## src/rtl/ddr_score_keeper.sv

```systemverilog
// Score keeper for the DDR game: turns per-arrow hit/miss judgements into BCD score,
// combo, best combo and miss count, and runs the IDLE/PLAY/OVER game-state machine.
module ddr_score_keeper #(
    parameter int MISS_LIMIT = 10,
    parameter int COMBO_T1   = 10,
    parameter int COMBO_T2   = 30
) (
    input  logic        clk,
    input  logic        rst_n,
    input  logic        start,
    input  logic        judge_valid,
    input  logic        correct_input,
    output logic [15:0] score_bcd,
    output logic [7:0]  combo_bcd,
    output logic [7:0]  max_combo_bcd,
    output logic [6:0]  miss_count,
    output logic        playing,
    output logic        game_over
);

    typedef enum logic [1:0] {IDLE, PLAY, OVER} state_t;

    state_t      state, state_next;
    logic [15:0] score_next;
    logic [7:0]  combo_next;
    logic [7:0]  max_combo_next;
    logic [6:0]  miss_next;
    logic [6:0]  combo_bin;
    logic [1:0]  points;

    // Four-digit BCD add of a small increment; any carry out of the thousands digit pins at 9999.
    function automatic logic [15:0] bcd_add_sat(input logic [15:0] a, input logic [1:0] pts);
        logic [15:0] r;
        logic [4:0]  d;
        logic        carry;
        r     = '0;
        carry = 1'b0;
        for (int i = 0; i < 4; i++) begin
            d = {1'b0, a[i*4 +: 4]} + {4'd0, carry} + ((i == 0) ? {3'd0, pts} : 5'd0);
            if (d > 5'd9) begin
                r[i*4 +: 4] = 4'(d - 5'd10);
                carry       = 1'b1;
            end else begin
                r[i*4 +: 4] = d[3:0];
                carry       = 1'b0;
            end
        end
        if (carry)
            r = 16'h9999;
        return r;
    endfunction

    function automatic logic [7:0] bcd_inc_sat(input logic [7:0] a);
        if (a == 8'h99)
            return a;
        else if (a[3:0] == 4'd9)
            return {a[7:4] + 4'd1, 4'd0};
        else
            return {a[7:4], a[3:0] + 4'd1};
    endfunction

    function automatic logic [6:0] bcd_to_bin(input logic [7:0] a);
        return 7'(a[7:4]) * 7'd10 + 7'(a[3:0]);
    endfunction

    assign combo_bin = bcd_to_bin(combo_bcd);

    always_comb begin
        points = 2'd3;
        if (combo_bin < 7'(COMBO_T1))
            points = 2'd1;
        else if (combo_bin < 7'(COMBO_T2))
            points = 2'd2;
    end

    // start outranks any judgement in the same cycle, in every state.
    always_comb begin
        state_next     = state;
        score_next     = score_bcd;
        combo_next     = combo_bcd;
        max_combo_next = max_combo_bcd;
        miss_next      = miss_count;
        if (start) begin
            state_next     = PLAY;
            score_next     = '0;
            combo_next     = '0;
            max_combo_next = '0;
            miss_next      = '0;
        end else begin
            case (state)
                PLAY: begin
                    if (judge_valid) begin
                        if (correct_input) begin
                            score_next = bcd_add_sat(score_bcd, points);
                            combo_next = bcd_inc_sat(combo_bcd);
                            // BCD codes order the same as their decimal values.
                            if (combo_next > max_combo_bcd)
                                max_combo_next = combo_next;
                        end else begin
                            combo_next = '0;
                            miss_next  = miss_count + 7'd1;
                            if (miss_next == 7'(MISS_LIMIT))
                                state_next = OVER;
                        end
                    end
                end
                IDLE, OVER: ;
                default: state_next = IDLE;
            endcase
        end
    end

    always_ff @(posedge clk or negedge rst_n) begin
        if (!rst_n) begin
            state         <= IDLE;
            score_bcd     <= '0;
            combo_bcd     <= '0;
            max_combo_bcd <= '0;
            miss_count    <= '0;
        end else begin
            state         <= state_next;
            score_bcd     <= score_next;
            combo_bcd     <= combo_next;
            max_combo_bcd <= max_combo_next;
            miss_count    <= miss_next;
        end
    end

    assign playing   = (state == PLAY);
    assign game_over = (state == OVER);

endmodule

```

## config.mk

```make
export PLATFORM = sky130hd
export DESIGN_NAME = ddr_score_keeper
export DESIGN_NICKNAME = d
export VERILOG_FILES = /design/src/rtl/ddr_score_keeper.sv
export SDC_FILE = /design/constraint.sdc
export NUM_CORES = 1
export LEC_CHECK = 0
export CORE_ASPECT_RATIO = 0.6
export CORE_MARGIN = 5
export CORE_UTILIZATION = 40
export CTS_CLUSTER_DIAMETER = 40
export DETAILED_ROUTE_END_ITERATION = 8
export PLACE_DENSITY_LB_ADDON = 0.3
export SLEW_MARGIN = 20
export SYNTH_ARGS = -nofsm -noshare
export SYNTH_HDL_FRONTEND = slang
export SYNTH_SLANG_ARGS = --single-unit
```

## constraint.sdc

```tcl
create_clock -name clk -period 6.6 [get_ports clk]
set_input_delay 1.32 -clock clk [delete_from_list [all_inputs] [get_ports clk]]
set_output_delay 1.32 -clock clk [all_outputs]
set_load 0.05 [all_outputs]
```

==> impl_results.md <==
* DR WL/cell at 16.0 um
* Clock power frac at between 30% and 40%
* Static leakage at roughly 0.0018 uW
* Max-cap violations at 0
* # clock sinks at 41
* Total wire length at ~8200 um
* Worst-margin pin slew at about 900 ps
* First-pass GRT wire length at about 14,000 um
* Headroom to the max-slew limit at 39.4%
* NumNets Final at about 440
* Gr ovfl total at 0
* Ant diodes at 0
* Worst reg2reg path depth at 28
* Slew Limit Fails at 0
* Power per cell area at 138 nW/um2
* CTS tree: built
* Sequential share of the synthesized area at around 33%
* P_int at 427 uW
* Core ar. at roughly 7800 um2
* Overall routing resource usage at ~17%
* Synthesized instance count at 340
* Layout cells sized above 1 at between 20% and 30%
* Met3 Use GR at under 10%
* Yosys warning count at 0
* Most frequent cells in the layout: 44 x clkdlybuf4s50_1, 37 x dfrtp_1, 23 x nand2_1, 23 x nor2_1
* FMAX at 154 MHz
* Cell variety after synth at between 50 and 60
* Full die area at slightly below 10,000 um2
* GR Util met2 at between 20% and 30%
* Worst-path clk slew at approximately 60 ps
* H-tree depth at 2
* Period utilization at a little over nine tenths
* DR DRC count at 0
* DPL Wire Length at between 5000 and 6000 um
* Most common cell after layout, fill and taps aside: clkdlybuf4s50_1
* Critical Path Source Type: flop
* Switching part of the total at 27.2%
* Die height at slightly below 80 um
* Peak VDD IR at 87.7 uV
* Drt first pass iters at 4
* Slowest-stage cell, CP: fa_2
* Mapped Avg Cell Area at 9.22 um2
* R2R Path End: score_bcd[2]$_DFFE_PN0P_
* Fin cells at 512
* Hold WC Path Type: flop to flop
* Sequential power share at around 45%
* # rows at 25
* EDFF count, synth at 0
* Mapped Nets at between 300 and 400
* Min Tclk post-route at 6500 ps
* Top_reg_cell synth: dfrtp_1
* Req. time, crit path at 6810 ps
* Outcome: finished, final reports clean
* Layout area overhead at 36.0%
* Largest net degree at the start of global routing at between 40 and 50
* Crit. End Element: flop
* Dpl cells at approximately 500
* Number of global-route vias before repair at 2,756
* Power share of the combinational group at between 10% and 20%
* Fin. Hold Viols at 0
* Clk_lat worst skew at 280 ps
* Hold Path Sink: max_combo_bcd[4]$_DFFE_PN0P_
* Post-Syn Area at approximately 3100 um2
* Synth Register Bits at 41
* Initial Util at 40.4%
* Cell repeated most along the worst path: ha_4
* Met1 global-route usage at a little under a quarter
* Total negative slack at 0 ps
* Crit Path Class: flop to flop
* Worst Clk Skew at just under 7 ps
* Vias after detailed routing at 2,726
* Fill count at ~700
* Final setup fails at 0
* CTS Hold Bufs at 0
* Psw at 160 uW
* Max incr delay on CP at approximately 500 ps
* Clock Path Buffers at 2
* Hold Startpoint: max_combo_bcd[4]$_DFFE_PN0P_
* Clock root cell: clkbuf_16
* CP max FO at 7
* RSZ-0062 raised after global routing: yes
* Reg2reg setup slack at between 100 and 150 ps
* Area of placed instances at ~3900 um2
* Input/output buffers at between 40 and 50
* Power, Total at 587 uW
* WP data arrival at between 6000 and 7000 ps
* CTS Buf Count at 5
* Post-route ant nets at 0
* FFs w/ async S/R, synth at 100%
* Worst R2R Start: combo_bcd[7]$_DFFE_PN0P_
* Count of boundary I/O pins at 46
* Vias per Instance at ~5.3
* Gr busiest metal: met2
* Initial antenna violation count at 0
* Worst Hold Depth at 2
* Die width at ~120 um
* GPL Wtd Cong at roughly 0.79
* Finished Cell Area at 4260 um2
* Initial drt markers at 139
-- flip-flops by register name (all words and copies together) (netlist names) --
register and count:
score_bcd 16, combo_bcd 8, max_combo_bcd 8, miss_count 7, state 2
-- cells in the mapped netlist, types with 3 or more instances --
cell | n | area share (%)
inv_1 | 19 | 2.3
o21ai_0 | 8 | 1.3
fa_1 | 3 | 1.9
xnor2_1 | 15 | 4.2
nand2b_1 | 9 | 1.8
nand3_1 | 6 | 0.96
o211ai_1 | 3 | 0.72
nand4_1 | 9 | 1.8
o31ai_1 | 5 | 1.2
a21oi_1 | 20 | 3.2
a22o_1 | 8 | 2.2
mux2_4 | 3 | 1.4
a211oi_1 | 3 | 0.72
mux2i_1 | 7 | 2.2
ha_1 | 31 | 12
clkbuf_1 | 6 | 0.72
and3_1 | 4 | 0.80
nor2b_1 | 6 | 1.2
nor3_1 | 11 | 1.8
a21o_1 | 5 | 1.2
nor2_1 | 25 | 3.0
xor2_1 | 10 | 2.8
dfrtp_1 | 41 | 33
a311oi_1 | 3 | 0.84
nand2_1 | 23 | 2.8
o21ai_1 | 14 | 2.2
-- stage by stage --
stage	hold slack [ps]	setup WS (ps)	util (%)
after floorplan	534	9.42	-
after global placement	549	65.7	50.3
after detailed placement	558	-66.8	50.3
after CTS	568	2.73	52.6
after global routing	599	-102	55.0
final	561	104	55.0
-- layout make-up --
| cell class | count | area (um2) | share of cell area (%) |
|---|---|---|---|
| multi-input cells | 269 | 2250 | 52.8 |
| flip-flops and latches | 41 | 1040 | 24.3 |
| repair buffers | 67 | 631 | 14.8 |
| well taps | 108 | 135 | 3.17 |
| clock buffers | 6 | 129 | 3.02 |
| inverters | 20 | 75.1 | 1.76 |
| clock inverters | 1 | 5.00 | 0.117 |
-- power groups by stage --
stage	logic (uW)	registers, uW	clock network (uW)
finish	90.2	264	233
floorplan	38.4	284	0
global route	98.1	265	251
CTS	87.3	264	241
detailed placement	84.5	268	0
global placement	82.5	268	0
-- kinds of logic after synthesis --
family	Yosys count	share of synthesized area (%)
flops	41	32.7
fa+ha+maj	34	14.3
xor+xnor	25	6.98
mux	12	4.39
compound gates	85	18.8
buf+inv	30	3.79
simple gates	113	19.1
-- worst max path at each step --
| stage | depth (start not counted) | to | from |
|---|---|---|---|
| after floorplan | 28 | score_bcd[2]$_DFFE_PN0P_ | combo_bcd[7]$_DFFE_PN0P_ |
| after global placement | 28 | score_bcd[11]$_DFFE_PN0P_ | combo_bcd[5]$_DFFE_PN0P_ |
| after detailed placement | 28 | score_bcd[3]$_DFFE_PN0P_ | combo_bcd[5]$_DFFE_PN0P_ |
| after CTS | 28 | score_bcd[2]$_DFFE_PN0P_ | combo_bcd[7]$_DFFE_PN0P_ |
| after global routing | 28 | score_bcd[2]$_DFFE_PN0P_ | combo_bcd[7]$_DFFE_PN0P_ |
| final | 28 | score_bcd[2]$_DFFE_PN0P_ | combo_bcd[7]$_DFFE_PN0P_ |
-- critical path: cells and delay by family, from the launching register on --
family	cells	cell delay [ps]
compound gates	11	1890
simple gates	5	1210
xor+xnor	1	190
flops	1	490
fa+ha+maj	11	2630
-- timing repair --
item / in CTS / in global routing
gates resized for setup: 4 / 14
setup buffers: 3 / 11
pin swaps: 2 / 21
endpoints found under the hold margin: 0 / 0
endpoints found under the setup margin: 7 / 15
-- layer usage --
| layer | vias up | share of wire, % |
|---|---|---|
| met5 | - | 0 |
| met4 | 0 | 1.0 |
| met3 | 9 | 4.9 |
| met2 | 60 | 44 |
| met1 | 1312 | 50 |
| li1 | 1345 | - |
Power figures use the tool's default switching activity.
